$ cat src/rtl/norm_pkg.sv
// Shared definitions for the frame normalization controller.
//   DATA_W   : width of the signed filter-bank sample
//   DEF_MIN  : active min coefficient after reset
//   DEF_MAX  : active max coefficient after reset
//   NUM_W    : width of the divider dividend (255 * range)
//   DEN_W    : width of the divider divisor (range, one bit wider than a sample)
package norm_pkg;

  localparam int DATA_W = 21;
  localparam int NUM_W  = DATA_W + 10;
  localparam int DEN_W  = DATA_W + 1;

  typedef logic signed [DATA_W-1:0] sample_t;

  typedef enum logic [1:0] {
    IDLE,
    PREP,
    DIV,
    OUT
  } state_e;

  localparam sample_t DEF_MIN = sample_t'(-510);
  localparam sample_t DEF_MAX = sample_t'(1530);

  // Extremes used to re-arm the running statistics at a frame boundary.
  localparam sample_t SAMPLE_MAX = {1'b0, {(DATA_W-1){1'b1}}};
  localparam sample_t SAMPLE_MIN = {1'b1, {(DATA_W-1){1'b0}}};

  // 255*v as (v<<8)-v, so no multiplier is needed.
  function automatic logic [NUM_W-1:0] mul255(input logic [DEN_W-1:0] v);
    return (NUM_W'(v) << 8) - NUM_W'(v);
  endfunction

endpackage

$ cat src/rtl/norm_frame_ctrl_if.sv
// Pixel stream bus between the filter stage, the normalizer and the writer.
//   in_valid/in_ready/in_data/in_last     : sample side (filter -> normalizer)
//   out_valid/out_ready/out_data/out_last : pixel side  (normalizer -> writer)
// slave  : normalizer view
// master : producer/consumer (environment) view
interface norm_frame_ctrl_if;
  import norm_pkg::*;

  logic        in_valid;
  logic        in_ready;
  sample_t     in_data;
  logic        in_last;
  logic        out_valid;
  logic        out_ready;
  logic [7:0]  out_data;
  logic        out_last;

  modport slave (
    input  in_valid, in_data, in_last, out_ready,
    output in_ready, out_valid, out_data, out_last
  );

  modport master (
    output in_valid, in_data, in_last, out_ready,
    input  in_ready, out_valid, out_data, out_last
  );

endinterface

$ cat src/rtl/norm_serial_div.sv
// 8-step restoring divider producing an 8-bit quotient.
//   clk, reset  : clock, synchronous active-high reset
//   start_i     : load dividend/divisor and begin (one cycle pulse)
//   dividend_i  : NUM_W-bit unsigned dividend
//   divisor_i   : DEN_W-bit unsigned divisor
//   done_o      : high in the cycle the last quotient bit is resolved
//   quot_o      : quotient, stable from the cycle after done_o until next start
// The caller guarantees dividend < 256*divisor so 8 bits suffice.
// A zero divisor yields a zero quotient after the usual 8 steps.
module norm_serial_div
  import norm_pkg::*;
(
  input  logic             clk,
  input  logic             reset,
  input  logic             start_i,
  input  logic [NUM_W-1:0] dividend_i,
  input  logic [DEN_W-1:0] divisor_i,
  output logic             done_o,
  output logic [7:0]       quot_o
);

  logic [NUM_W-1:0] rem_q, rem_d;
  logic [DEN_W-1:0] den_q, den_d;
  logic [7:0]       quot_q, quot_d;
  logic [2:0]       step_q, step_d;
  logic             busy_q, busy_d;
  logic [NUM_W-1:0] shifted;
  logic             fits;

  always_comb begin
    shifted = NUM_W'(den_q) << step_q;
    // Zero divisor would otherwise "fit" every step and give 255.
    fits    = (den_q != '0) && (rem_q >= shifted);

    rem_d  = rem_q;
    den_d  = den_q;
    quot_d = quot_q;
    step_d = step_q;
    busy_d = busy_q;

    if (start_i) begin
      rem_d  = dividend_i;
      den_d  = divisor_i;
      quot_d = '0;
      step_d = 3'd7;
      busy_d = 1'b1;
    end else if (busy_q) begin
      if (fits) begin
        rem_d          = rem_q - shifted;
        quot_d[step_q] = 1'b1;
      end
      if (step_q == 3'd0) busy_d = 1'b0;
      else                step_d = step_q - 3'd1;
    end
  end

  always_ff @(posedge clk) begin
    if (reset) begin
      rem_q  <= '0;
      den_q  <= '0;
      quot_q <= '0;
      step_q <= '0;
      busy_q <= 1'b0;
    end else begin
      rem_q  <= rem_d;
      den_q  <= den_d;
      quot_q <= quot_d;
      step_q <= step_d;
      busy_q <= busy_d;
    end
  end

  assign done_o = busy_q && (step_q == 3'd0);
  assign quot_o = quot_q;

endmodule

$ cat src/rtl/norm_frame_ctrl.sv
// Per-pixel normalizer: out = floor(255*(A-min)/(max-min)), clamped to 0..255.
//   clk, reset       : clock, synchronous active-high reset
//   bus (slave)      : sample in / pixel out valid-ready streams
//   act_min/act_max  : coefficients currently used for normalization
// One sample at a time: IDLE accepts, PREP forms the clamped dividend,
// DIV runs the 8-step serial divider, OUT holds the pixel until accepted.
// Optional macro NORM_ADAPTIVE_EN: when defined, running min/max of each frame
// (closed by in_last) become the coefficients for the next frame; when
// undefined the coefficients stay at DEF_MIN/DEF_MAX.
module norm_frame_ctrl
  import norm_pkg::*;
(
  input  logic                     clk,
  input  logic                     reset,
  norm_frame_ctrl_if.slave         bus,
  output sample_t                  act_min,
  output sample_t                  act_max
);

  state_e  state_q, state_d;
  sample_t data_q, data_d;
  logic    last_q, last_d;

  logic             accept;
  logic             handshake;
  logic             div_start;
  logic             div_done;
  logic [7:0]       quot;
  logic signed [DATA_W:0] off;
  logic signed [DATA_W:0] rng;
  logic [NUM_W-1:0] num;

  assign accept    = (state_q == IDLE) && bus.in_valid;
  assign handshake = (state_q == OUT) && bus.out_ready;
  assign div_start = (state_q == PREP);

  always_comb begin
    state_d = state_q;
    data_d  = data_q;
    last_d  = last_q;
    case (state_q)
      IDLE: if (bus.in_valid) begin
        data_d  = bus.in_data;
        last_d  = bus.in_last;
        state_d = PREP;
      end
      PREP: state_d = DIV;
      DIV:  if (div_done) state_d = OUT;
      OUT:  if (bus.out_ready) state_d = IDLE;
      default: state_d = IDLE;
    endcase
  end

  always_ff @(posedge clk) begin
    if (reset) begin
      state_q <= IDLE;
      data_q  <= '0;
      last_q  <= 1'b0;
    end else begin
      state_q <= state_d;
      data_q  <= data_d;
      last_q  <= last_d;
    end
  end

  // Clamp in the numerator so the quotient can never exceed 255.
  always_comb begin
    off = {data_q[DATA_W-1], data_q} - {act_min[DATA_W-1], act_min};
    rng = {act_max[DATA_W-1], act_max} - {act_min[DATA_W-1], act_min};
    if (off < 0)        num = '0;
    else if (off > rng) num = mul255($unsigned(rng));
    else                num = mul255($unsigned(off));
  end

  norm_serial_div u_div (
    .clk        (clk),
    .reset      (reset),
    .start_i    (div_start),
    .dividend_i (num),
    .divisor_i  ($unsigned(rng)),
    .done_o     (div_done),
    .quot_o     (quot)
  );

  assign bus.in_ready  = (state_q == IDLE);
  assign bus.out_valid = (state_q == OUT);
  assign bus.out_data  = quot;
  assign bus.out_last  = last_q;

`ifdef NORM_ADAPTIVE_EN
  sample_t run_min_q, run_min_d, run_max_q, run_max_d;
  sample_t act_min_q, act_min_d, act_max_q, act_max_d;

  // Running values already include the last sample when its pixel is taken,
  // since no other sample can be accepted in between.
  always_comb begin
    run_min_d = run_min_q;
    run_max_d = run_max_q;
    act_min_d = act_min_q;
    act_max_d = act_max_q;
    if (accept) begin
      if (bus.in_data < run_min_q) run_min_d = bus.in_data;
      if (bus.in_data > run_max_q) run_max_d = bus.in_data;
    end
    if (handshake && last_q) begin
      act_min_d = run_min_q;
      act_max_d = run_max_q;
      run_min_d = SAMPLE_MAX;
      run_max_d = SAMPLE_MIN;
    end
  end

  always_ff @(posedge clk) begin
    if (reset) begin
      run_min_q <= SAMPLE_MAX;
      run_max_q <= SAMPLE_MIN;
      act_min_q <= DEF_MIN;
      act_max_q <= DEF_MAX;
    end else begin
      run_min_q <= run_min_d;
      run_max_q <= run_max_d;
      act_min_q <= act_min_d;
      act_max_q <= act_max_d;
    end
  end

  assign act_min = act_min_q;
  assign act_max = act_max_q;
`else
  assign act_min = DEF_MIN;
  assign act_max = DEF_MAX;
`endif

endmodule

$ cat src/flat_wrapper.sv
// flat-port wrapper written by rule: the top's interface ports become plain ports
module norm_frame_ctrl_flat import norm_pkg::*;
  (clk, reset, act_min, act_max, bus_in_valid, bus_in_data, bus_in_last, bus_out_ready, bus_in_ready, bus_out_valid, bus_out_data, bus_out_last);
  norm_frame_ctrl_if bus_i ();
  input  logic clk;
  input  logic reset;
  output sample_t act_min;
  output sample_t act_max;
  input wire logic [$bits(bus_i.in_valid)-1:0] bus_in_valid;
  input wire logic [$bits(bus_i.in_data)-1:0] bus_in_data;
  input wire logic [$bits(bus_i.in_last)-1:0] bus_in_last;
  input wire logic [$bits(bus_i.out_ready)-1:0] bus_out_ready;
  output wire logic [$bits(bus_i.in_ready)-1:0] bus_in_ready;
  output wire logic [$bits(bus_i.out_valid)-1:0] bus_out_valid;
  output wire logic [$bits(bus_i.out_data)-1:0] bus_out_data;
  output wire logic [$bits(bus_i.out_last)-1:0] bus_out_last;
  assign bus_i.in_valid = bus_in_valid;
  assign bus_i.in_data = bus_in_data;
  assign bus_i.in_last = bus_in_last;
  assign bus_i.out_ready = bus_out_ready;
  assign bus_in_ready = bus_i.in_ready;
  assign bus_out_valid = bus_i.out_valid;
  assign bus_out_data = bus_i.out_data;
  assign bus_out_last = bus_i.out_last;
  norm_frame_ctrl u_core (.clk(clk), .reset(reset), .bus(bus_i), .act_min(act_min), .act_max(act_max));
endmodule
$ cat config.mk
export PLATFORM = sky130hd
export DESIGN_NAME = norm_frame_ctrl_flat
export DESIGN_NICKNAME = d
export VERILOG_FILES = /design/src/rtl/norm_pkg.sv /design/src/rtl/norm_frame_ctrl_if.sv /design/src/rtl/norm_serial_div.sv /design/src/rtl/norm_frame_ctrl.sv /design/src/flat_wrapper.sv
export SDC_FILE = /design/constraint.sdc
export NUM_CORES = 1
export LEC_CHECK = 0
export CORE_ASPECT_RATIO = 2
export CORE_MARGIN = 4
export CORE_UTILIZATION = 25
export CTS_BUF_LIST = sky130_fd_sc_hd__clkbuf_16
export DETAILED_ROUTE_END_ITERATION = 8
export GPL_TIMING_DRIVEN = 0
export PLACE_DENSITY = 0.48
export SYNTH_ARGS = -nofsm -noshare
export SYNTH_HDL_FRONTEND = slang
export SYNTH_SLANG_ARGS = --single-unit
$ cat constraint.sdc
create_clock -name clk -period 3.3 [get_ports clk]
set_input_delay 0.495 -clock clk [delete_from_list [all_inputs] [get_ports clk]]
set_output_delay 0.495 -clock clk [all_outputs]
set_load 0.02 [all_outputs]
==> results of run 1 <==
placed cells by master, fill, tap and decap left out, drive strengths merged, types with 7 or more instances in the layout:
master         synthesis  layout
xor2                  22      22
ha                    37      37
or3                    8       8
buf                   50     131
a21oi                 71      71
nand3                 13      13
o21a                   8       8
nor3                  34      34
clkdlybuf4s50          0      36
o21ai                 37      37
nand2                 92      92
inv                   34      34
a211oi                 7       7
a21o                  14      14
a31oi                 14      14
o31ai                  9       9
dfxtp                 68      68
nor2                  70      70
and2                   8       8
conb                   2      42
clkbuf                30      28
xnor2                 32      32
sequential cells by signal (all words and copies together), names as in the netlist:
| register | cells |
|---|---|
| u_core.u_div.busy_q | 1 |
| u_core.state_q | 2 |
| u_core.u_div.quot_o | 8 |
| u_core.u_div.step_q | 3 |
| u_core.bus.out_last | 1 |
| u_core.u_div.den_q | 1 |
| u_core.data_q | 21 |
| u_core.u_div.rem_q | 31 |
cell families after synthesis:
family,count (synthesis)
simple gates,271
compound gates,218
buf+inv,116
flops,68
xor+xnor,56
fa+ha+maj,38
mux,3
other cells,2
critical path: cells and delay by family (launching register included):
kind	cells	cell delay [ns]
AO/OA/AOI/OAI	5	0.82
flip-flops	1	0.35
XOR/XNOR	2	0.38
adder cells (fa/ha/maj)	3	0.68
buffers and inverters	5	0.56
AND/OR/NAND/NOR	3	0.72
per-stage QoR:
step	total power (W)	util, %	cell area [um^2]
floorplan	0.00522	-	5970
global placement	0.00658	29.4	6680
finish	0.0103	37.2	8470
CTS	0.00928	34.9	7930
detailed placement	0.00659	29.4	6680
global route	0.0110	37.2	8470
power by group through the flow:
stage          registers (W)  logic [W]  clock network, W
2_1_floorplan        0.00120    0.00403                 0
5_1_grt              0.00131    0.00838           0.00129
6_report             0.00128    0.00775           0.00124
3_3_place_gp         0.00123    0.00534                 0
3_5_place_dp         0.00124    0.00535                 0
4_1_cts              0.00126    0.00675           0.00127
layout make-up:
cell class,count,share of cell area [%]
plain buffers,72,5.76
well taps,280,4.14
clock inverters,7,1.63
repair buffers,114,11.7
inverters,36,1.76
flip-flops and latches,68,16.2
clock buffers,9,2.66
multi-input cells,628,56.2
path summary, 6_finish.rpt:
check,depth (start not counted),end
setup reg to reg,18,u_core.u_div.rem_q[20]$_SDFFE_PP0P_
hold / removal,2,u_core.u_div.rem_q[0]$_SDFFE_PP0P_
hold reg to reg,2,u_core.u_div.rem_q[0]$_SDFFE_PP0P_
setup / recovery,18,u_core.u_div.rem_q[20]$_SDFFE_PP0P_
routing by layer:
metal | share of wire, % | routed length (um)
met4 | 7.1 | 1490
met5 | 0 | 0
met2 | 57 | 11900
met1 | 32 | 6730
met3 | 3.7 | 769
timing repair:
action	4_1_cts	5_1_grt
hold buffers	0	0
endpoints found under the setup margin	39	32
resized for setup	131	64
gates cloned	0	0
buffers inserted	44	36
pin swaps	56	58
==> results.ini, run 1 <==
[global_route]
grt_usage_pct = 16.3
grt_pass1_wl_um = 32100
via_count_of_the_first_global_routing_pass = 5993
gr-max-usage-layer = met2
grt_use_met2_pct = 32.4
grt_overflow = 0
grtUsageMet3_pct = 2.36
gr-usage-met1_pct = 14.3
grt_max_degree = 13
initial_antenna_violation_count = 0

[critical_path]
critical_path.reg2reg.startpoint = u_core.data_q[2]$_SDFFE_PP0P_
worst_ep_arrival_time_ns = 3.87
critical_path.startpoint_type = register
critical_path.cell_chain = buf_6 -> inv_4 -> ha_4 -> nor4b_4 -> nand2_2 -> buf_4 -> and3_4 -> xnor2_4 -> ha_4 -> a21o_1 -> a21oi_1 -> inv_1 -> maj3_2 -> a31o_4 -> buf_4 -> o221ai_4 -> xor2_1 -> o21ai_1
worst-setup-path-type = register to register
cp-end-kind = register
path_max_fanout = 5
cp-startpoint = u_core.data_q[2]$_SDFFE_PP0P_
worst-endpoint-required_ns = 3.54
timing.critical_path.slowest_cell_delay_ns = 0.41
rrSetupSlack_ns = -0.32
crit_slowest_cell = sky130_fd_sc_hd__nor4b_4

[synth]
share_of_async_settable_or_async_resettable_flops_after_synthesis_pct = 0
ys_ff_latch = 68
synth-xor-area-share_pct = 9.08
top_cells_by_area_in_the_synthesized_netlist = sky130_fd_sc_hd__dfxtp_1, sky130_fd_sc_hd__ha_1, sky130_fd_sc_hd__a21oi_1
synth_adder_area_share_pct = 8.17
synth-edff-count = 0
synth_top_family_by_area = compound AO/OA/AOI/OAI gates
synth-seq-area-share_pct = 23.5
yosys_warnings = 0
post_synth_instance_area_um2 = 5790
synth_compound_area_share_pct = 25.7
netlist-cell-type-count = 85
dominantRegCellSynth = sky130_fd_sc_hd__dfxtp_1
post_synthesis_instance_total = 772
synth_area_per_cell_um2 = 7.50
synth.top_cell.area_share_pct = 23.5
synth.area.mux_share_pct = 0.519
synth_top_cells_by_count = sky130_fd_sc_hd__nand2_1, sky130_fd_sc_hd__a21oi_1, sky130_fd_sc_hd__nor2_1
share_of_synthesized_cell_area_in_and_or_nand_and_nor_gates_pct = 22.5
synth.most_common_cell = sky130_fd_sc_hd__nand2_1
yosys_top_cell_by_area = sky130_fd_sc_hd__dfxtp_1

[clock_network]
cts_made_buffers = 9
clock_sink_count = 68
cts-htree-levels = 3
clkSlewWorstSetupHoldPaths_ns = 0.06
worst_skew_pair.late_latency_ns = 0.36
tritoncts = yes
clockBufferDepth = 2
cts_root_buffer = sky130_fd_sc_hd__clkbuf_16

[placement]
number_of_placed_cells_counting_well_taps = 1128
dp_worst_setup_slack_ns = -1.49
dp_hpwl_um = 16300
port_buffers = 36
gpl.final_weighted_congestion = 0.917

[power]
netSwitchingFraction_pct = 48.0
max_ir_drop_vdd_uv = 392
power_report.internal_total_w = 0.00534
power.static_leakage_nw = 3.35
fraction_of_power_consumed_by_the_clock_network_pct = 12.1
power.net_switching_w = 0.00494
share_seq_of_total_power_pct = 12.5
combPwrFrac_pct = 75.4
power_per_cell_area_nw_per_um2 = 1210

[timing]
tightest_slew_ns = 0.914
worst_clock_skew_ns = 0.00900
timing.fmax_mhz = 276
final.setup.worst_slack_ns = -0.325
period_needed_ns = 3.62
final_max_slew_viol_count = 0
worst_hold_margin_ns = 0.464
setup_violations = 17
total_neg_setup_slack_ns = -3.52
slew_headroom_pct = 39.1
setup_repair_after_global_routing_missed_its_margin = true
finalHoldViolations = 0
period_share_pct = 110

[routing]
detailed_route_iter0_violations = 178
post-route-drc-count = 0
avgViaCountPerCell = 4.90
vias = 5952
drt.antenna.violating_nets = 0
drt_pre_antenna_iters = 5
routedWlPerCell_um = 17.2
finalWirelength_um = 20900

[cells_and_area]
ff_latch_area_um2 = 1380
area_of_combinational_cells_with_multiple_inputs_um2 = 4750
n_antenna_cell = 0
finish.net_count = 992
post_route_cells_drive_above_1_share_pct = 29.0
fillers = 2368
final_cells = 1214
area_delta_synth_final_pct = 46.3

[floorplanning]
fp-row-count = 78
die_area_um2 = 25800
boundary_pin_count = 79
floorplan.die.width_um = 116
dieHeight_um = 223
fp.coreArea_um2 = 22700
initial_core_util_pct = 25.4

[status]
status = finished with violations
failed_checks = negative setup slack

[run]
max_cap_violations = 0

[worst_hold_path]
path_class_of_the_lowest_slack_min_delay_path = register to register
timing.hold.worst.start = u_core.u_div.rem_q[0]$_SDFFE_PP0P_

(Power assumes the default switching activity.)
==> run 2: changes to the inputs <==
--- a/config.mk
+++ b/config.mk
@@ -5,6 +5,7 @@
 export SDC_FILE = /design/constraint.sdc
 export NUM_CORES = 1
 export LEC_CHECK = 0
+export CAP_MARGIN = 30
 export CORE_ASPECT_RATIO = 2
 export CORE_MARGIN = 4
 export CORE_UTILIZATION = 25
==> run 2 against run 1 <==
The flow still finishes with violations (negative setup slack); routed wire length is 0.12% lower; die area stayed put; combinational power is 5.3% lower; via count is 0.22% higher; largest cell class unchanged; first-iteration DRC count is 9.0% lower; maximum frequency is 0.90% higher.
==> results.ini, run 2 (same netlist as run 1, synthesis figures left out) <==
[timing]
setup_violations = 15  ; -2
final.setup.worst_slack_ns = -0.292  ; +0.0324 ns
finalHoldViolations = 0  ; unchanged
period_needed_ns = 3.59  ; -0.0324 ns
timing.fmax_mhz = 278  ; +0.90%
setup_repair_after_global_routing_missed_its_margin = true
period_share_pct = 109  ; -0.98 points
worst_hold_margin_ns = 0.462  ; -0.00169 ns
worst_clock_skew_ns = 0.0131  ; +0.00413 ns
tightest_slew_ns = 0.950  ; +0.0359 ns
slew_headroom_pct = 35.8  ; -3.3 points
final_max_slew_viol_count = 0  ; unchanged

[status]
status = finished with violations
failed_checks = negative setup slack

[critical_path]
critical_path.cell_chain = buf_6 -> inv_4 -> ha_4 -> nor4b_4 -> nand2_2 -> and3_4 -> xnor2_4 -> ha_4 -> a21o_1 -> a21oi_2 -> inv_1 -> maj3_2 -> a31o_4 -> buf_6 -> xor2_1 -> o32ai_1 -> a21oi_1
worst-endpoint-required_ns = 3.51  ; -0.03 ns
reg2reg_to = u_core.u_div.rem_q[16]$_SDFFE_PP0P_
path_max_fanout = 5  ; unchanged
crit_slowest_cell = sky130_fd_sc_hd__nor4b_4
worst_ep_arrival_time_ns = 3.80  ; -0.07 ns
critical_path.startpoint_type = register
cp_num_buf_inv = 4  ; -1
timing.reg2reg.worst_path_depth = 17  ; -1
cp-end-kind = register
critical_path.reg2reg.startpoint = u_core.data_q[2]$_SDFFE_PP0P_
timing.critical_path.slowest_cell_delay_ns = 0.43  ; +0.02 ns
worst-setup-path-type = register to register
cp-startpoint = u_core.data_q[2]$_SDFFE_PP0P_
cp_top_family = compound AO/OA/AOI/OAI gates
rrSetupSlack_ns = -0.29  ; +0.03 ns

[cells_and_area]
area_delta_synth_final_pct = 42.8
n_antenna_cell = 0  ; unchanged
layout.core_utilization_pct = 36.3  ; -0.89 points
post_route_cells_drive_above_1_share_pct = 27.3  ; -1.8 points
most_common_cell_after_layout_fill_and_taps_aside = sky130_fd_sc_hd__buf_4
layout_common_cells = sky130_fd_sc_hd__buf_4, sky130_fd_sc_hd__nand2_1, sky130_fd_sc_hd__dfxtp_1
regMostFlops = u_core.u_div.rem_q
finish.net_count = 975  ; -1.7%
number_of_flip_flops_under_the_largest_register_name = 31  ; unchanged

[routing]
post-route-drc-count = 0  ; unchanged
drt.antenna.violating_nets = 0  ; unchanged
avgViaCountPerCell = 4.98  ; +1.6%
drt_pre_antenna_iters = 4  ; -1
finalWirelength_um = 20900  ; -0.12%
routedWlPerCell_um = 17.4  ; +1.3%
detailed_route_iter0_violations = 162  ; -9.0%
vias = 5965  ; +0.22%

[run]
max_cap_violations = 0  ; unchanged

[global_route]
grt_usage_pct = 16.5  ; +0.17 points
initial_antenna_violation_count = 0  ; unchanged
grt_max_degree = 13  ; unchanged
via_count_of_the_first_global_routing_pass = 6030  ; +0.62%
grt_overflow = 0  ; unchanged
grt_pass1_wl_um = 32500  ; +1.2%

[worst_hold_path]
hold_path_end = u_core.u_div.rem_q[0]$_SDFFE_PP0P_
path_class_of_the_lowest_slack_min_delay_path = register to register
timing.hold.worst.start = u_core.u_div.rem_q[0]$_SDFFE_PP0P_
hold_depth = 2  ; unchanged

[clock_network]
clockBufferDepth = 2  ; unchanged
cts_made_buffers = 9  ; unchanged
worst_skew_pair.late_latency_ns = 0.36  ; about the same
clock_sink_count = 68  ; unchanged
tritoncts = yes
clkSlewWorstSetupHoldPaths_ns = 0.06  ; about the same
cts-htree-levels = 3  ; unchanged
holdBufCountCts = 0  ; unchanged
cts_root_buffer = sky130_fd_sc_hd__clkbuf_16

[floorplanning]
dieHeight_um = 223  ; unchanged
fp-row-count = 78  ; unchanged
fp.coreArea_um2 = 22700  ; unchanged
initial_core_util_pct = 25.4  ; unchanged
floorplan.die.width_um = 116  ; unchanged
boundary_pin_count = 79  ; unchanged
die_area_um2 = 25800  ; unchanged

[placement]
gpl.final_weighted_congestion = 0.917  ; unchanged
dp_hpwl_um = 16300  ; +0.16%
port_buffers = 36  ; unchanged

[power]
power.static_leakage_nw = 3.26  ; -2.7%
max_ir_drop_vdd_uv = 351  ; -10%
design_power_total_w = 0.00985  ; -4.2%
power_per_cell_area_nw_per_um2 = 1190  ; -1.8%

-- run 2: cell count changes in the layout (fill, tap and decap cells not counted), moves of 3 or more --
cell                      previous run  this run
sky130_fd_sc_hd__buf_4             111        95
sky130_fd_sc_hd__o21ai_2             2         6
sky130_fd_sc_hd__o21ai_0            25        21
sky130_fd_sc_hd__buf_12              0         3
sky130_fd_sc_hd__buf_6              13         8
-- run 2: worst max path at each step --
stage	to	slack [ns]	depth (start not counted)
finish	u_core.u_div.rem_q[16]$_SDFFE_PP0P_	-0.29	17
global route	u_core.u_div.rem_q[27]$_SDFFE_PP0P_	-0.43	12
CTS	u_core.u_div.rem_q[27]$_SDFFE_PP0P_	-0.38	13
detailed placement	u_core.u_div.rem_q[13]$_SDFFE_PP0P_	-1.45	14
global placement	u_core.u_div.rem_q[13]$_SDFFE_PP0P_	-1.45	14
floorplan	u_core.u_div.rem_q[27]$_SDFFE_PP0P_	-0.03	13
-- run 2: report_power, final --
part | internal [W] | total (W) | switching (W) | leakage, nW
registers | 0.00106 | 0.00128 | 0.000218 | 0.559
clock network | 0.000814 | 0.00123 | 0.000418 | 0.177
logic | 0.00318 | 0.00734 | 0.00416 | 2.53
-- run 2: tightest hold or removal path, delay by kind of cell, from the launching register on --
kind             cells  cell delay [ns]
AND/OR/NAND/NOR      1             0.07
flip-flops           1             0.31
AO/OA/AOI/OAI        1             0.04
-- run 2: metrics by stage --
stage | setup TNS (ns) | setup WS (ns) | std cells | cell area [um^2]
after CTS | -3.93 | -0.378 | 1179 | 7900
after detailed placement | -43.13 | -1.45 | 1129 | 6680
final | -2.37 | -0.292 | 1197 | 8260
after floorplan | -0.0348 | -0.0348 | 812 | 5970
after global routing | -5.23 | -0.431 | 1197 | 8260
after global placement | -43.42 | -1.45 | 1128 | 6680
-- run 2: routing by layer --
metal  up-vias  wire length [um]  track usage [%]
met1      2769              6790             14.6
li1       2968                 -                -
met4         0              1340             11.0
met3        66               753             2.42
met5         -                 0                0
met2       162             12000             32.5
-- run 2: final cells by class --
cell class	instances	area, um^2
fillers	2373	14500
multi-input cells	628	4660
flip-flops and latches	68	1370
repair buffers	97	878
plain buffers	72	484
well taps	280	350
clock buffers	9	225
inverters	36	151
clock inverters	7	138
-- run 2: repair_timing --
action / in CTS / in global routing
pin swaps: 54 / 48
endpoints found under the setup margin: 39 / 39
setup buffers: 42 / 19
resized for setup: 130 / 52
==> run 3: changes to the inputs <==
--- a/config.mk
+++ b/config.mk
@@ -6,7 +6,7 @@
 export NUM_CORES = 1
 export LEC_CHECK = 0
 export CAP_MARGIN = 30
-export CORE_ASPECT_RATIO = 2
+export CORE_ASPECT_RATIO = 1.1
 export CORE_MARGIN = 4
 export CORE_UTILIZATION = 25
 export CTS_BUF_LIST = sky130_fd_sc_hd__clkbuf_16
==> run 3 against run 2 <==
The flow still finishes with violations (negative setup slack); design area up 3.8%; cell count up 3.1%; routed wire length down 2.4%; via count up 1.7%; critical path depth down 2; first-iteration DRC count up 150%; hold slack better by 0.0054 ns; sequential share of layout area down 0.58 points; combinational power up 9.0%; maximum frequency up 0.84%.
==> results.ini, run 3 (same netlist as run 1, synthesis figures left out) <==
[floorplanning]
dieHeight_um = 168  ; -25%
floorplan.die.width_um = 153  ; +32%
fp-row-count = 58  ; -26%
initial_core_util_pct = 25.3  ; -0.13 points
fp.coreArea_um2 = 22900  ; +0.53%
die_area_um2 = 25600  ; -0.56%
boundary_pin_count = 79  ; unchanged

[placement]
port_buffers = 36  ; unchanged
dp_hpwl_um = 14400  ; -11%
number_of_placed_cells_counting_well_taps = 1148  ; +1.7%
gpl.final_weighted_congestion = 0.874  ; -4.7%

[critical_path]
reg2reg_to = u_core.u_div.rem_q[16]$_SDFFE_PP0P_
critical_path.reg2reg.startpoint = u_core.data_q[1]$_SDFFE_PP0P_
timing.reg2reg.worst_path_depth = 15  ; -2
critical_path.startpoint_type = register
path_max_fanout = 5  ; unchanged
worst_ep_arrival_time_ns = 3.77  ; -0.03 ns
worst-endpoint-required_ns = 3.51  ; about the same
cp-end-kind = register
rrSetupSlack_ns = -0.26  ; +0.03 ns
worst-setup-path-type = register to register

[timing]
period_needed_ns = 3.56  ; -0.0299 ns
final_max_slew_viol_count = 0  ; unchanged
setup_repair_after_global_routing_missed_its_margin = true
tightest_slew_ns = 0.716  ; -0.234 ns
final.setup.worst_slack_ns = -0.263  ; +0.0299 ns
setup_violations = 16  ; +1
slew_headroom_pct = 52.3  ; +16 points
period_share_pct = 108  ; -0.91 points
worst_clock_skew_ns = 0.0129  ; -0.000261 ns
finalHoldViolations = 0  ; unchanged
timing.fmax_mhz = 281  ; +0.84%
total_neg_setup_slack_ns = -2.46  ; -0.0938 ns

[cells_and_area]
fillers = 2346  ; -1.1%
ff_latch_area_um2 = 1380  ; +0.18%
most_common_cell_after_layout_fill_and_taps_aside = sky130_fd_sc_hd__buf_4
number_of_flip_flops_under_the_largest_register_name = 31  ; unchanged
post_route_cells_drive_above_1_share_pct = 30.6  ; +3.4 points
area_of_combinational_cells_with_multiple_inputs_um2 = 4860  ; +4.2%
regMostFlops = u_core.u_div.rem_q
n_antenna_cell = 0  ; unchanged
area_delta_synth_final_pct = 48.2
final_cells = 1234  ; +3.1%
layout.core_utilization_pct = 37.5  ; +1.2 points
layout_common_cells = sky130_fd_sc_hd__buf_4, sky130_fd_sc_hd__nand2_1, sky130_fd_sc_hd__nor2_1
finish.net_count = 992  ; +1.7%

[routing]
routedWlPerCell_um = 16.5  ; -5.4%
wl_on_met1_um = 9140  ; +35%
finalWirelength_um = 20400  ; -2.4%
drt.antenna.violating_nets = 0  ; unchanged
routed_length_on_met3_um = 832  ; +10%
dr.max_layer_used = met4
met2_length_um = 9590  ; -20%
post-route-drc-count = 0  ; unchanged
detailed_route_iter0_violations = 397  ; +150%
avgViaCountPerCell = 4.92  ; -1.3%
vias = 6068  ; +1.7%
drt_pre_antenna_iters = 7  ; +3

[worst_hold_path]
path_class_of_the_lowest_slack_min_delay_path = register to register
hold_depth = 2  ; unchanged
timing.hold.worst.start = u_core.u_div.rem_q[2]$_SDFFE_PP0P_
hold_path_end = u_core.u_div.rem_q[2]$_SDFFE_PP0P_

[clock_network]
cts_root_buffer = sky130_fd_sc_hd__clkbuf_16
cts-htree-levels = 3  ; unchanged
clockBufferDepth = 2  ; unchanged
clock_sink_count = 68  ; unchanged
cts_made_buffers = 9  ; unchanged
clkSlewWorstSetupHoldPaths_ns = 0.07  ; about the same
tritoncts = yes
worst_skew_pair.late_latency_ns = 0.36  ; about the same

[global_route]
grt_max_degree = 14  ; +1
grt_usage_pct = 15.0  ; -1.5 points
grt_pass1_wl_um = 30800  ; -5.1%
via_count_of_the_first_global_routing_pass = 5700  ; -5.5%
grt_overflow = 0  ; unchanged
initial_antenna_violation_count = 0  ; unchanged

[power]
max_ir_drop_vdd_uv = 485  ; +38%
power.net_switching_w = 0.00509  ; +6.0%
power_per_cell_area_nw_per_um2 = 1210  ; +1.4%
share_seq_of_total_power_pct = 12.7  ; -0.3 points
power.static_leakage_nw = 3.34  ; +2.5%
fraction_of_power_consumed_by_the_clock_network_pct = 10.1  ; -2.4 points
netSwitchingFraction_pct = 49.1  ; +0.39 points
combPwrFrac_pct = 77.2  ; +2.7 points
power_report.internal_total_w = 0.00528  ; +4.4%

[run]
max_cap_violations = 0  ; unchanged

[status]
failed_checks = negative setup slack
status = finished with violations

run 3: changes by cell type in the layout (fill, tap and decap cells not counted), sizes merged:
cell | previous run | this run
inv | 34 | 35
buf | 112 | 131
clkinvlp | 1 | 3
bufinv | 4 | 1
clkbuf | 30 | 28
run 3: final cells by class:
cell class	instances	area share (%)
inverters	36	1.69
well taps	300	4.38
multi-input cells	628	56.7
clock inverters	7	0.875
clock buffers	9	2.63
repair buffers	116	12.2
flip-flops and latches	68	16.0
plain buffers	70	5.56
run 3: power groups by stage:
stage / sequential, W / combinational [W] / clock (W)
after CTS: 0.00128 / 0.00708 / 0.00106
after detailed placement: 0.00124 / 0.00530 / 0
after floorplan: 0.00120 / 0.00403 / 0
after global routing: 0.00134 / 0.00857 / 0.00109
after global placement: 0.00124 / 0.00532 / 0
final: 0.00132 / 0.00800 / 0.00105
run 3: layer usage:
metal	up-vias	global-route usage, %
met3	50	2.07
li1	2991	-
met1	2862	19.5
met5	-	0
met4	0	8.21
met2	165	23.9
run 3: worst max-delay path by stage:
stage	slack, ns	depth (start not counted)	end	start
floorplan	-0.03	13	u_core.u_div.rem_q[27]$_SDFFE_PP0P_	u_core.data_q[1]$_SDFFE_PP0P_
global placement	-1.27	15	u_core.u_div.rem_q[18]$_SDFFE_PP0P_	u_core.u_div.step_q[1]$_SDFFE_PP0P_
finish	-0.26	15	u_core.u_div.rem_q[16]$_SDFFE_PP0P_	u_core.data_q[1]$_SDFFE_PP0P_
detailed placement	-1.20	15	u_core.u_div.rem_q[18]$_SDFFE_PP0P_	u_core.u_div.step_q[1]$_SDFFE_PP0P_
global route	-0.38	13	u_core.u_div.rem_q[27]$_SDFFE_PP0P_	u_core.data_q[1]$_SDFFE_PP0P_
CTS	-0.31	13	u_core.u_div.rem_q[27]$_SDFFE_PP0P_	u_core.data_q[2]$_SDFFE_PP0P_
run 3: per-stage QoR:
stage | hold WS, ns | setup WS, ns | cell area [um^2] | total power, W
5_1_grt | 0.494 | -0.382 | 8580 | 0.0110
4_1_cts | 0.475 | -0.309 | 8090 | 0.00942
2_1_floorplan | 0.417 | -0.0348 | 5970 | 0.00522
3_3_place_gp | 0.432 | -1.27 | 6700 | 0.00656
6_report | 0.468 | -0.263 | 8580 | 0.0104
3_5_place_dp | 0.451 | -1.20 | 6700 | 0.00655
run 3: critical path: stages (launching register included):
cell	delay [ns]
sky130_fd_sc_hd__dfxtp_4	0.34
sky130_fd_sc_hd__or4_4	0.56
sky130_fd_sc_hd__buf_6	0.16
sky130_fd_sc_hd__buf_6	0.11
sky130_fd_sc_hd__o31ai_4	0.26
sky130_fd_sc_hd__xor2_2	0.16
sky130_fd_sc_hd__ha_4	0.21
sky130_fd_sc_hd__a21o_1	0.19
sky130_fd_sc_hd__a21oi_2	0.13
sky130_fd_sc_hd__inv_1	0.05
sky130_fd_sc_hd__maj3_2	0.33
sky130_fd_sc_hd__a31o_4	0.25
sky130_fd_sc_hd__buf_6	0.12
sky130_fd_sc_hd__xor2_1	0.14
sky130_fd_sc_hd__o32ai_1	0.29
sky130_fd_sc_hd__a21oi_1	0.10
run 3: what timing repair did:
| action | CTS | global route |
|---|---|---|
| hold buffers | 0 | 0 |
| setup buffers | 52 | 28 |
| pin swaps | 57 | 61 |
| gates resized for setup | 145 | 64 |
| gates cloned | 1 | 0 |
| setup endpoints to repair | 39 | 38 |
